$ cat config.mk
export PLATFORM = sky130hd
export DESIGN_NAME = seg7_scan_decoder
export DESIGN_NICKNAME = d
export VERILOG_FILES = /design/src/rtl/seg7_scan_decoder.sv
export SDC_FILE = /design/constraint.sdc
export NUM_CORES = 1
export LEC_CHECK = 0
export ABC_AREA = 0
export CAP_MARGIN = 0
export CELL_PAD_IN_SITES_DETAIL_PLACEMENT = 1
export CELL_PAD_IN_SITES_GLOBAL_PLACEMENT = 1
export CORE_MARGIN = 4
export CORE_UTILIZATION = 40
export DETAILED_ROUTE_END_ITERATION = 10
export MAX_ROUTING_LAYER = met4
export PLACE_DENSITY_LB_ADDON = 0.1
export SLEW_MARGIN = 5
export SYNTH_ARGS = -nofsm -noshare
export SYNTH_HDL_FRONTEND = slang
export SYNTH_SLANG_ARGS = --single-unit
$ cat constraint.sdc
create_clock -name clk -period 2.6 [get_ports clk]
set_input_delay 0.52 -clock clk [delete_from_list [all_inputs] [get_ports clk]]
set_output_delay 0.52 -clock clk [all_outputs]
set_load 0.005 [all_outputs]
$ cat src/rtl/seg7_scan_decoder.sv
// Display monitor: recovers hex digits from a multiplexed, active-low 7-segment bus
// once each digit/segment pattern has been held for STABLE_CYC consecutive samples.
module seg7_scan_decoder #(
  parameter int NDIG       = 4,
  parameter int STABLE_CYC = 4
) (
  input  logic              clk,
  input  logic              rst,
  input  logic [NDIG-1:0]   dig_sel_n,
  input  logic [6:0]        hex_n,
  output logic [4*NDIG-1:0] rez_all,
  output logic [NDIG-1:0]   valid,
  output logic              upd,
  output logic [2:0]        upd_idx,
  output logic              err
);

  localparam int RUN_W = $clog2(STABLE_CYC + 1);
  localparam logic [RUN_W-1:0] RUN_MAX = RUN_W'(STABLE_CYC);

  localparam logic [1:0] S_IDLE   = 2'd0;
  localparam logic [1:0] S_TRACK  = 2'd1;
  localparam logic [1:0] S_ACCEPT = 2'd2;
  localparam logic [1:0] S_HOLD   = 2'd3;

  function automatic logic sel_legal(input logic [NDIG-1:0] sel);
    int zeros;
    zeros = 0;
    for (int i = 0; i < NDIG; i++) begin
      if (!sel[i]) zeros++;
    end
    return (zeros == 1);
  endfunction

  function automatic logic [2:0] sel_index(input logic [NDIG-1:0] sel);
    logic [2:0] idx;
    idx = 3'd0;
    for (int i = 0; i < NDIG; i++) begin
      if (!sel[i]) idx = 3'(i);
    end
    return idx;
  endfunction

  // Returns {hit, code}; hit=0 for blank and for any unrecognised pattern.
  function automatic logic [4:0] decode(input logic [6:0] p);
    logic [4:0] r;
    case (p)
      7'h3F:   r = {1'b1, 4'h0};
      7'h06:   r = {1'b1, 4'h1};
      7'h5B:   r = {1'b1, 4'h2};
      7'h4F:   r = {1'b1, 4'h3};
      7'h66:   r = {1'b1, 4'h4};
      7'h6D:   r = {1'b1, 4'h5};
      7'h7D:   r = {1'b1, 4'h6};
      7'h07:   r = {1'b1, 4'h7};
      7'h7F:   r = {1'b1, 4'h8};
      7'h6F:   r = {1'b1, 4'h9};
      7'h77:   r = {1'b1, 4'hA};
      7'h7C:   r = {1'b1, 4'hB};
      7'h39:   r = {1'b1, 4'hC};
      7'h5E:   r = {1'b1, 4'hD};
      7'h79:   r = {1'b1, 4'hE};
      7'h71:   r = {1'b1, 4'hF};
      default: r = 5'h00;
    endcase
    return r;
  endfunction

  logic [NDIG-1:0]   sel_q, sel_d;
  logic [6:0]        seg_q, seg_d;
  logic [RUN_W-1:0]  run_q, run_d;
  logic [1:0]        state_q, state_d;
  logic [2:0]        acc_idx_q, acc_idx_d;
  logic [6:0]        acc_seg_q, acc_seg_d;
  logic [4*NDIG-1:0] rez_q, rez_d;
  logic [NDIG-1:0]   valid_q, valid_d;
  logic              upd_q, upd_d;
  logic [2:0]        upd_idx_q, upd_idx_d;
  logic              err_q, err_d;
  logic              same, sel_ok;
  logic [4:0]        dec;

  always_comb begin
    sel_d  = dig_sel_n;
    seg_d  = hex_n;
    same   = (dig_sel_n == sel_q) && (hex_n == seg_q);
    sel_ok = sel_legal(sel_q);

    if (!same)                run_d = RUN_W'(1);
    else if (run_q == RUN_MAX) run_d = RUN_MAX;
    else                      run_d = run_q + 1'b1;

    state_d   = state_q;
    acc_idx_d = acc_idx_q;
    acc_seg_d = acc_seg_q;
    // The accepted pattern is latched on entry to ACCEPT so a change arriving
    // in the same cycle cannot corrupt the pending update.
    case (state_q)
      S_IDLE: begin
        if (sel_ok) state_d = S_TRACK;
      end
      S_TRACK: begin
        if (!sel_ok) begin
          state_d = S_IDLE;
        end else if (run_q == RUN_MAX) begin
          state_d   = S_ACCEPT;
          acc_idx_d = sel_index(sel_q);
          acc_seg_d = seg_q;
        end
      end
      default: begin
        if (run_q != RUN_MAX) state_d = sel_ok ? S_TRACK : S_IDLE;
        else                  state_d = S_HOLD;
      end
    endcase

    rez_d     = rez_q;
    valid_d   = valid_q;
    upd_d     = 1'b0;
    err_d     = 1'b0;
    upd_idx_d = upd_idx_q;
    dec       = decode(~acc_seg_q);
    if (state_q == S_ACCEPT) begin
      for (int i = 0; i < NDIG; i++) begin
        if (acc_idx_q == 3'(i)) begin
          valid_d[i] = dec[4];
          if (dec[4]) begin
            rez_d[4*i +: 4] = dec[3:0];
            upd_d           = 1'b1;
            upd_idx_d       = acc_idx_q;
          end else if (acc_seg_q == 7'h7F) begin
            upd_d     = 1'b1;
            upd_idx_d = acc_idx_q;
          end else begin
            err_d = 1'b1;
          end
        end
      end
    end
  end

  always_ff @(posedge clk) begin
    if (rst) begin
      sel_q     <= '1;
      seg_q     <= 7'h7F;
      run_q     <= '0;
      state_q   <= S_IDLE;
      acc_idx_q <= 3'd0;
      acc_seg_q <= 7'h7F;
      rez_q     <= '0;
      valid_q   <= '0;
      upd_q     <= 1'b0;
      upd_idx_q <= 3'd0;
      err_q     <= 1'b0;
    end else begin
      sel_q     <= sel_d;
      seg_q     <= seg_d;
      run_q     <= run_d;
      state_q   <= state_d;
      acc_idx_q <= acc_idx_d;
      acc_seg_q <= acc_seg_d;
      rez_q     <= rez_d;
      valid_q   <= valid_d;
      upd_q     <= upd_d;
      upd_idx_q <= upd_idx_d;
      err_q     <= err_d;
    end
  end

  assign rez_all = rez_q;
  assign valid   = valid_q;
  assign upd     = upd_q;
  assign upd_idx = upd_idx_q;
  assign err     = err_q;

endmodule
# Yosys cells after proc, flatten, opt, wreduce, memory -nomap -nowiden
# Cells that the tools add are included.
[word_totals]
register_bits = 51
input_bits = 13
output_inout_bits = 25
[op_classes]
addsub = 4
n_eq_ne = 29
mux = 52
bitwise_logic = 3
n_reduce_logical = 16
[op_table]
columns = ["operator", "count"]
rows = [
  ["$add 32x2->32 const B", 3],
  ["$mux 32", 3],
  ["$eq 7x7->1 const B", 13],
  ["$pmux 5 s16", 1],
  ["$mux 3", 15],
  ["$eq 32x2->1 const B", 1],
  ["$mux 1", 28],
  ["$reduce_and 3->1", 5],
  ["$eq 7x3->1 const B", 2],
  ["$eq 7x6->1 const B", 2],
  ["$reduce_and 2->1", 5],
  ["$mux 2", 4],
  ["$eq 7x7->1", 1],
  ["$not 7->7", 1],
  ["$eq 3x2->1 const B", 2],
  ["$ne 3x3->1 const B", 2],
  ["$eq 4x4->1", 1],
  ["$pmux 2 s2", 1],
  ["$reduce_or 2->1", 2],
  ["$add 3x1->3 const B", 1],
  ["$eq 3x1->1 const B", 1],
  ["$eq 3x3->1 const B", 1],
  ["$logic_not 3->1", 1],
  ["$reduce_or 3->1", 1],
  ["other kinds (6)", 7],
]

# Depth between registers and ports, before layout
# Gate-level depths: netlist of the first run.
[depth]
ltp_word = 14
mapped_depth = 10
ltp_nobuf = 9

# Least setup slack after synthesis of the first run
# Ideal clock, no wire load.
[synth_timing]
path_type = "register -> register"
from = "reg sel_q[0]"
to = "reg acc_idx_q[0]"
t_arrival_ns = 2.242
t_required_ns = 2.509
path_slack_ns = 0.267
path_stages_with_launch = 9
synth_period_minus_slack_ns = 2.333
cell_sequence = "dfxtp_1 -> inv_1 -> ha_1 -> xnor2_1 -> ha_1 -> o41ai_1 -> clkbuf_1 -> a21oi_1 -> a311oi_1"
[synth_via]
elab_chain_len = 9
[synth_lines]
columns = ["element", "line_no", "rtl"]
rows = [
  ["start: declaration", "69", "logic [NDIG-1:0] sel_q, sel_d;"],
  ["start signal: assignment", "156", "sel_q <= sel_d;"],
  ["$mux 1 (*)", "30", "if (!sel[i]) zeros++;"],
  ["$add 32x2->32", "30", ""],
  ["$mux 32 (*)", "30", ""],
  ["$add 32x2->32", "30", ""],
  ["$mux 32 (*)", "30", ""],
  ["$add 32x2->32", "30", ""],
  ["$mux 32 (*)", "30", ""],
  ["$eq 32x2->1 (*)", "32", "return (zeros == 1);"],
  ["$reduce_and 3->1 (no line) (*)", "--", ""],
  ["end signal: assignment", "160", "acc_idx_q <= acc_idx_d;"],
  ["end: declaration", "73", "logic [2:0] acc_idx_q, acc_idx_d;"],
]
# Every way passes the cells marked *; elsewhere a longest branch is shown, timed or not.
# A chain may end at the register's enable or synchronous reset.

# Worst setup path in the final report of the first run
[layout_timing]
from = "reg sel_q[1]"
to = "reg acc_idx_q[1]"
[layout_via]
elab_chain_len = 7
[layout_lines]
columns = ["element", "line_no"]
rows = [
  ["$mux 32 (*)", "30"],
  ["$add 32x2->32", "30"],
  ["$mux 32 (*)", "30"],
  ["$add 32x2->32", "30"],
  ["$mux 32 (*)", "30"],
  ["$eq 32x2->1 (*)", "32"],
  ["$reduce_and 3->1 (no line) (*)", "--"],
]
# Marks and branches as above.

==> flow_summary.toml, run 1 <==
[finish]
fin_cells = 368
final_area_um2 = 2920
multi_input_area_um2 = 1290
nets = 313
finalCoreUtilization_pct = 51.7
layout-drive-gt1-share_pct = 11.8
area_delta_synth_final_pct = 22.9
seq_area_um2 = 1000
antennaDiodeCount = 0
fillers = 639

[logic_synthesis]
ys_types = 44
synth_edf_count = 0
seq_area_frac_synth_pct = 42.2
syn_inst = 261
postSynth.asyncResetShare_pct = 0
ys.flop_type = "dfxtp_1"
ys_ff_latch = 50
syn_area_um2 = 2370
synth.net_count = 279
avgSynthCellArea_um2 = 9.09
synth_warnings = 0

[placed_design]
place.port_buffers = 37
placedCellCount = 360
dpl_cell_area_um2 = 2820
hpwl_um = 4620
place.gp.congestion = 0.800

[critical_path]
crit_arrival_ns = 2.56
cp_max_fo = 11
slowest_delay_ns = 0.37
crit_top_cell = "ha_1"
startpoint_type = "flip-flop"
cp_num_buf_inv = 2
cp_cell_sequence = "inv_1, ha_1, xnor2_2, ha_1, o41ai_1, buf_4, a21oi_1, a311oi_1"
slowest_stage = "dfxtp_1"
crit_required_ns = 2.79
end_kind = "flip-flop"
r2r_cells = 8
path_class = "reg2reg"
crit_family = "compound AO/OA/AOI/OAI gates"
cp.depth = 8

[run]
max_cap_violations = 0

[grt]
grt_pass1_wl_um = 10000
grt_usage_pct = 17.7
antenna_found_initial = 0
gr-total-overflow = 0
grt_max_degree = 34
grt_pass1_vias = 2009

[detailed_routing]
wire_per_inst_um = 16.5
vias = 2056
drtIter0Drc = 56
first_pass_iters = 4
drt-total-wl_um = 6070
via_per_inst = 5.59
drtAntennaViolNets = 0
drc = 0

[power_and_ir_drop]
peakVddDrop_v = 0.000250
power_w = 0.00136
powerDensity_nw_per_um2 = 467
leakagePower_nw = 1.09

[cts]
clock_path_buffers = 2
h-tree-depth = 2
clock-sinks = 50
cts_buffers = 5
cts_tree = "built"
clkTransAtPathRegs_ns = 0.09
clock_latency_ns = 0.30
post_cts_buffers = 0
root_buffer = "clkbuf_8"
hold_buffers = 0

[die]
die_w_um = 85.0
die-area_um2 = 7230
start_util_pct = 42.0
die_h_um = 85.0
coreArea_um2 = 5640
ios = 38
rows = 27

[timing]
period_minus_slack_ns = 2.37
final.setup.tns_ns = 0
grt_setup_unrepaired = "false"
tightest_slew_ns = 0.587
post-route-period-util_pct = 91.0
slew_headroom_pct = 60.6
finClkSkew_ns = 0.00505
fmax_mhz = 422
hold_violations = 0
finalSetupViolCount = 0
maxSlewViolCount = 0

[status]
status = "finished clean"

[hold_path]
hold_class = "reg2reg"
whs_path_depth = 2
## kinds of logic (layout without fill, tap and decap cells)
logic type | count (synthesis) | after routing | share of synthesized area, %
AOI/OAI and AO/OA | 54 | 54 | 16.9
xor gates and xnor gates | 15 | 15 | 5.54
adders and majority gates | 5 | 5 | 2.64
buffers and inverters | 22 | 57 | 3.64
DFF | 50 | 50 | 42.2
muxes | 6 | 6 | 3.38
and+or+nand+nor | 109 | 109 | 25.7
## placed cells by master (no fill, tap or decap), drive strengths merged, types with 7 or more instances in the layout
cell type	instances
dfxtp	50
nor2b	10
nand3	21
clkbuf	7
or2	12
clkdlybuf4s50	37
buf	7
nand2	18
xor2	12
o21ai	11
a32o	12
a21oi	11
nor2	14
## final timing paths
kind	start	to	slack, ns
min reg2reg	valid[2]$_SDFFE_PP0P_	valid[2]$_SDFFE_PP0P_	0.47
max	sel_q[1]$_SDFF_PP1_	acc_idx_q[1]$_SDFFE_PP0P_	0.23
min	valid[2]$_SDFFE_PP0P_	valid[2]$_SDFFE_PP0P_	0.47
max reg2reg	sel_q[1]$_SDFF_PP1_	acc_idx_q[1]$_SDFFE_PP0P_	0.23
## stage by stage
| step | setup WS, ns | hold WS [ns] |
|---|---|---|
| global route | 0.107 | 0.500 |
| detailed placement | 0.109 | 0.463 |
| global placement | 0.262 | 0.448 |
| floorplan | 0.267 | 0.451 |
| finish | 0.233 | 0.472 |
| CTS | 0.0857 | 0.476 |
## state kept, by name, indices dropped and copies added, names as in the netlist
register,cells
state_q,2
sel_q,4
run_q,3
err,1
upd_idx,3
rez_all,16
valid,4
seg_q,7
acc_seg_q,7
acc_idx_q,2
upd,1
## cell usage after synthesis (2+ instances only)
cell type	n	area [um^2]
a32o_1	12	120
nand4b_1	2	17.5
nand3b_1	3	22.5
o32a_1	2	20.0
o21ai_0	11	55.1
xor2_1	12	105
or3_1	3	18.8
nand2_1	18	67.6
nor3_1	5	25.0
nand3_1	21	105
mux2i_1	2	20.0
and3b_1	2	17.5
or3b_2	2	17.5
nand2b_1	2	12.5
o211a_1	2	20.0
mux2_4	4	60.1
xnor2_1	3	26.3
buf_2	2	10.0
a21o_1	5	37.5
ha_1	5	62.6
inv_1	5	18.8
nor2b_1	10	62.6
and3_1	2	12.5
o211ai_1	2	15.0
nor2_1	14	52.6
a311oi_1	2	17.5
a21oi_1	11	55.1
nor3b_1	3	22.5
clkbuf_1	13	48.8
or4b_1	2	20.0
nor4_1	5	31.3
or2_2	12	75.1
dfxtp_1	50	1000
o22ai_1	2	12.5
## where the power goes
group / switching [W] / internal, W / leakage (nW)
Clock: 0.000254 / 0.000215 / 0.0482
Sequential: 0.0000106 / 0.000777 / 0.407
Combinational: 0.0000551 / 0.0000504 / 0.637
Total: 0.000320 / 0.00104 / 1.09
## area by class of cell
type                       count  share of cell area [%]
clock buffer                   7                    2.96
timing repair buffer          44                    14.5
tap                           72                    3.09
inverter                       5                   0.644
clock inverter                 1                   0.172
multi-input combinational    189                    44.3
sequential                    50                    34.3
## routing by layer
metal	GRT usage, %	vias up	routed length, um
li1	-	1017	-
met1	21.0	978	2650
met2	30.3	52	3070
met3	3.50	9	260
met4	4.75	0	79
met5	-	-	0
## repair_timing
action | 4_1_cts | 5_1_grt
setup endpoints to repair | 0 | 1
resized for setup | 0 | 1
hold endpoints to repair | 0 | 0
## worst min-delay path: stages, from the launching register on
cell,delay (ns)
dfxtp_1,0.33
nand2_1,0.05
a21oi_1,0.05
(Power assumes the default switching activity.)
==> inputs of run 2 (changes only) <==
Settings changed: CAP_MARGIN 0 to 40.
==> results of run 2 <==
Same layout as run 1: the final DEF is identical, and so are final timing and power.
==> inputs of run 3 (changes only) <==
Settings changed: REMOVE_ABC_BUFFERS set to 1.
==> flow_summary.toml, run 3 (synthesis results as in run 1) <==
[status]
status = "finished clean"

[power_and_ir_drop]
clkPwrFrac_pct = 36.0
leakagePower_nw = 1.11
peakVddDrop_v = 0.000306
powerDensity_nw_per_um2 = 476
switching_share_pct = 23.4
seqPwrFrac_pct = 56.2
internal-power_w = 0.00107
pwr-share-comb_pct = 7.8
p_sw_w = 0.000328

[detailed_routing]
drc = 0
drt-total-wl_um = 6230
vias = 2067
wire_per_inst_um = 16.8
via_per_inst = 5.59
first_pass_iters = 4
drtIter0Drc = 131
drtAntennaViolNets = 0

[grt]
gr-total-overflow = 0
antenna_found_initial = 0
grt_usage_pct = 18.8
grt_pass1_vias = 2110
grt_max_degree = 23
grt_pass1_wl_um = 10700

[timing]
hold_violations = 0
maxSlewViolCount = 0
grt_setup_unrepaired = "false"
post-route-period-util_pct = 90.5
finClkSkew_ns = 0.0130
finalSetupViolCount = 0
final.setup.tns_ns = 0
period_minus_slack_ns = 2.35
tightest_slew_ns = 0.629
slew_headroom_pct = 57.7
fmax_mhz = 425
finalWorstSetupSlack_ns = 0.248

[finish]
fin_cells = 370
layout-drive-gt1-share_pct = 12.8
area_delta_synth_final_pct = 24.2
multi_input_area_um2 = 1290
final_area_um2 = 2950
largest_reg_flops = 16
fillers = 650
antennaDiodeCount = 0
final_common_cell = "dfxtp_1"
final_cell_mix = "dfxtp_1, clkdlybuf4s50_1, nand3_1"
seq_area_um2 = 1000
nets = 315

[placed_design]
hpwl_um = 4560
place.port_buffers = 37
placedCellCount = 362
dp_slack_ns = 0.178
place.gp.congestion = 0.831
dpl_cell_area_um2 = 2830

[hold_path]
hold_class = "reg2reg"

[critical_path]
cp_max_fo = 10
cp_num_buf_inv = 1
slowest_stage = "nor3_1"
cp_cell_sequence = "buf_4, and3b_1, o211a_1, nor3_1, a21o_1, mux2_4"
crit_required_ns = 2.79
end_kind = "flip-flop"
startpoint_type = "flip-flop"
slowest_delay_ns = 0.49
crit_family = "simple AND/OR/NAND/NOR gates"
path_class = "reg2reg"
crit_arrival_ns = 2.54

[die]
die_h_um = 85.0
coreArea_um2 = 5640
die-area_um2 = 7230
die_w_um = 85.0
rows = 27
start_util_pct = 42.0
ios = 38

[cts]
post_cts_buffers = 0
root_buffer = "clkbuf_8"
cts-resized-gates = 0
h-tree-depth = 2
clock_path_buffers = 2
clkTransAtPathRegs_ns = 0.10
cts_tree = "built"
clock_latency_ns = 0.31
hold_buffers = 0
clock-sinks = 50
cts_buffers = 5

[run]
max_cap_violations = 0
## run 3: changes by cell type in the layout (fill, tap and decap cells not counted)
cell	before	now
clkbuf_1	1	0
clkbuf_8	6	7
clkinv_4	0	1
buf_4	7	9
clkinv_2	1	0
## run 3: power by group through the flow
| stage | Sequential (W) | Clock, W | Combinational (W) |
|---|---|---|---|
| after floorplan | 0.000802 | 0 | 0.0000549 |
| after global placement | 0.000805 | 0 | 0.000103 |
| after detailed placement | 0.000806 | 0 | 0.000107 |
| after CTS | 0.000788 | 0.000524 | 0.000109 |
| after global routing | 0.000790 | 0.000556 | 0.000124 |
| final | 0.000788 | 0.000504 | 0.000109 |
## run 3: metrics by stage
step | hold WS (ns) | power [W] | util, %
after detailed placement | 0.451 | 0.000913 | 50.2
final | 0.465 | 0.00140 | 52.2
after CTS | 0.471 | 0.00142 | 52.1
after floorplan | 0.447 | 0.000857 | -
after global routing | 0.501 | 0.00147 | 52.2
after global placement | 0.448 | 0.000908 | 50.2
## run 3: metal layers
| layer | GRT usage, % | wire [um] | part of all wire [%] |
|---|---|---|---|
| met1 | 24.6 | 3040 | 49 |
| met4 | 5.47 | 81 | 1.3 |
| met3 | 3.30 | 150 | 2.4 |
| met5 | - | 0 | 0 |
| met2 | 29.5 | 2950 | 47 |
## run 3: worst paths after layout
path | start | endpoint | depth (start not counted) | slack [ns]
min reg2reg | upd_idx[0]$_SDFFE_PP0N_ | upd_idx[0]$_SDFFE_PP0N_ | 2 | 0.47
max reg2reg | acc_seg_q[1]$_SDFFE_PP1P_ | rez_all[12]$_SDFFE_PP0P_ | 6 | 0.25
min | upd_idx[0]$_SDFFE_PP0N_ | upd_idx[0]$_SDFFE_PP0N_ | 2 | 0.47
max | acc_seg_q[1]$_SDFFE_PP1P_ | rez_all[12]$_SDFFE_PP0P_ | 6 | 0.25
## run 3: worst min-delay path: cells and delay by family, from the launching register on
kind,cells,cell delay (ns)
flops,1,0.32
mux,1,0.05
simple gates,1,0.05
## run 3: final cells by class
cell class              count  area share, %
multi-input cells         189           43.9
flip-flops and latches     50           34.0
repair buffers             46           14.9
clock buffers               7           3.27
well taps                  72           3.06
inverters                   5          0.637
clock inverters             1          0.297
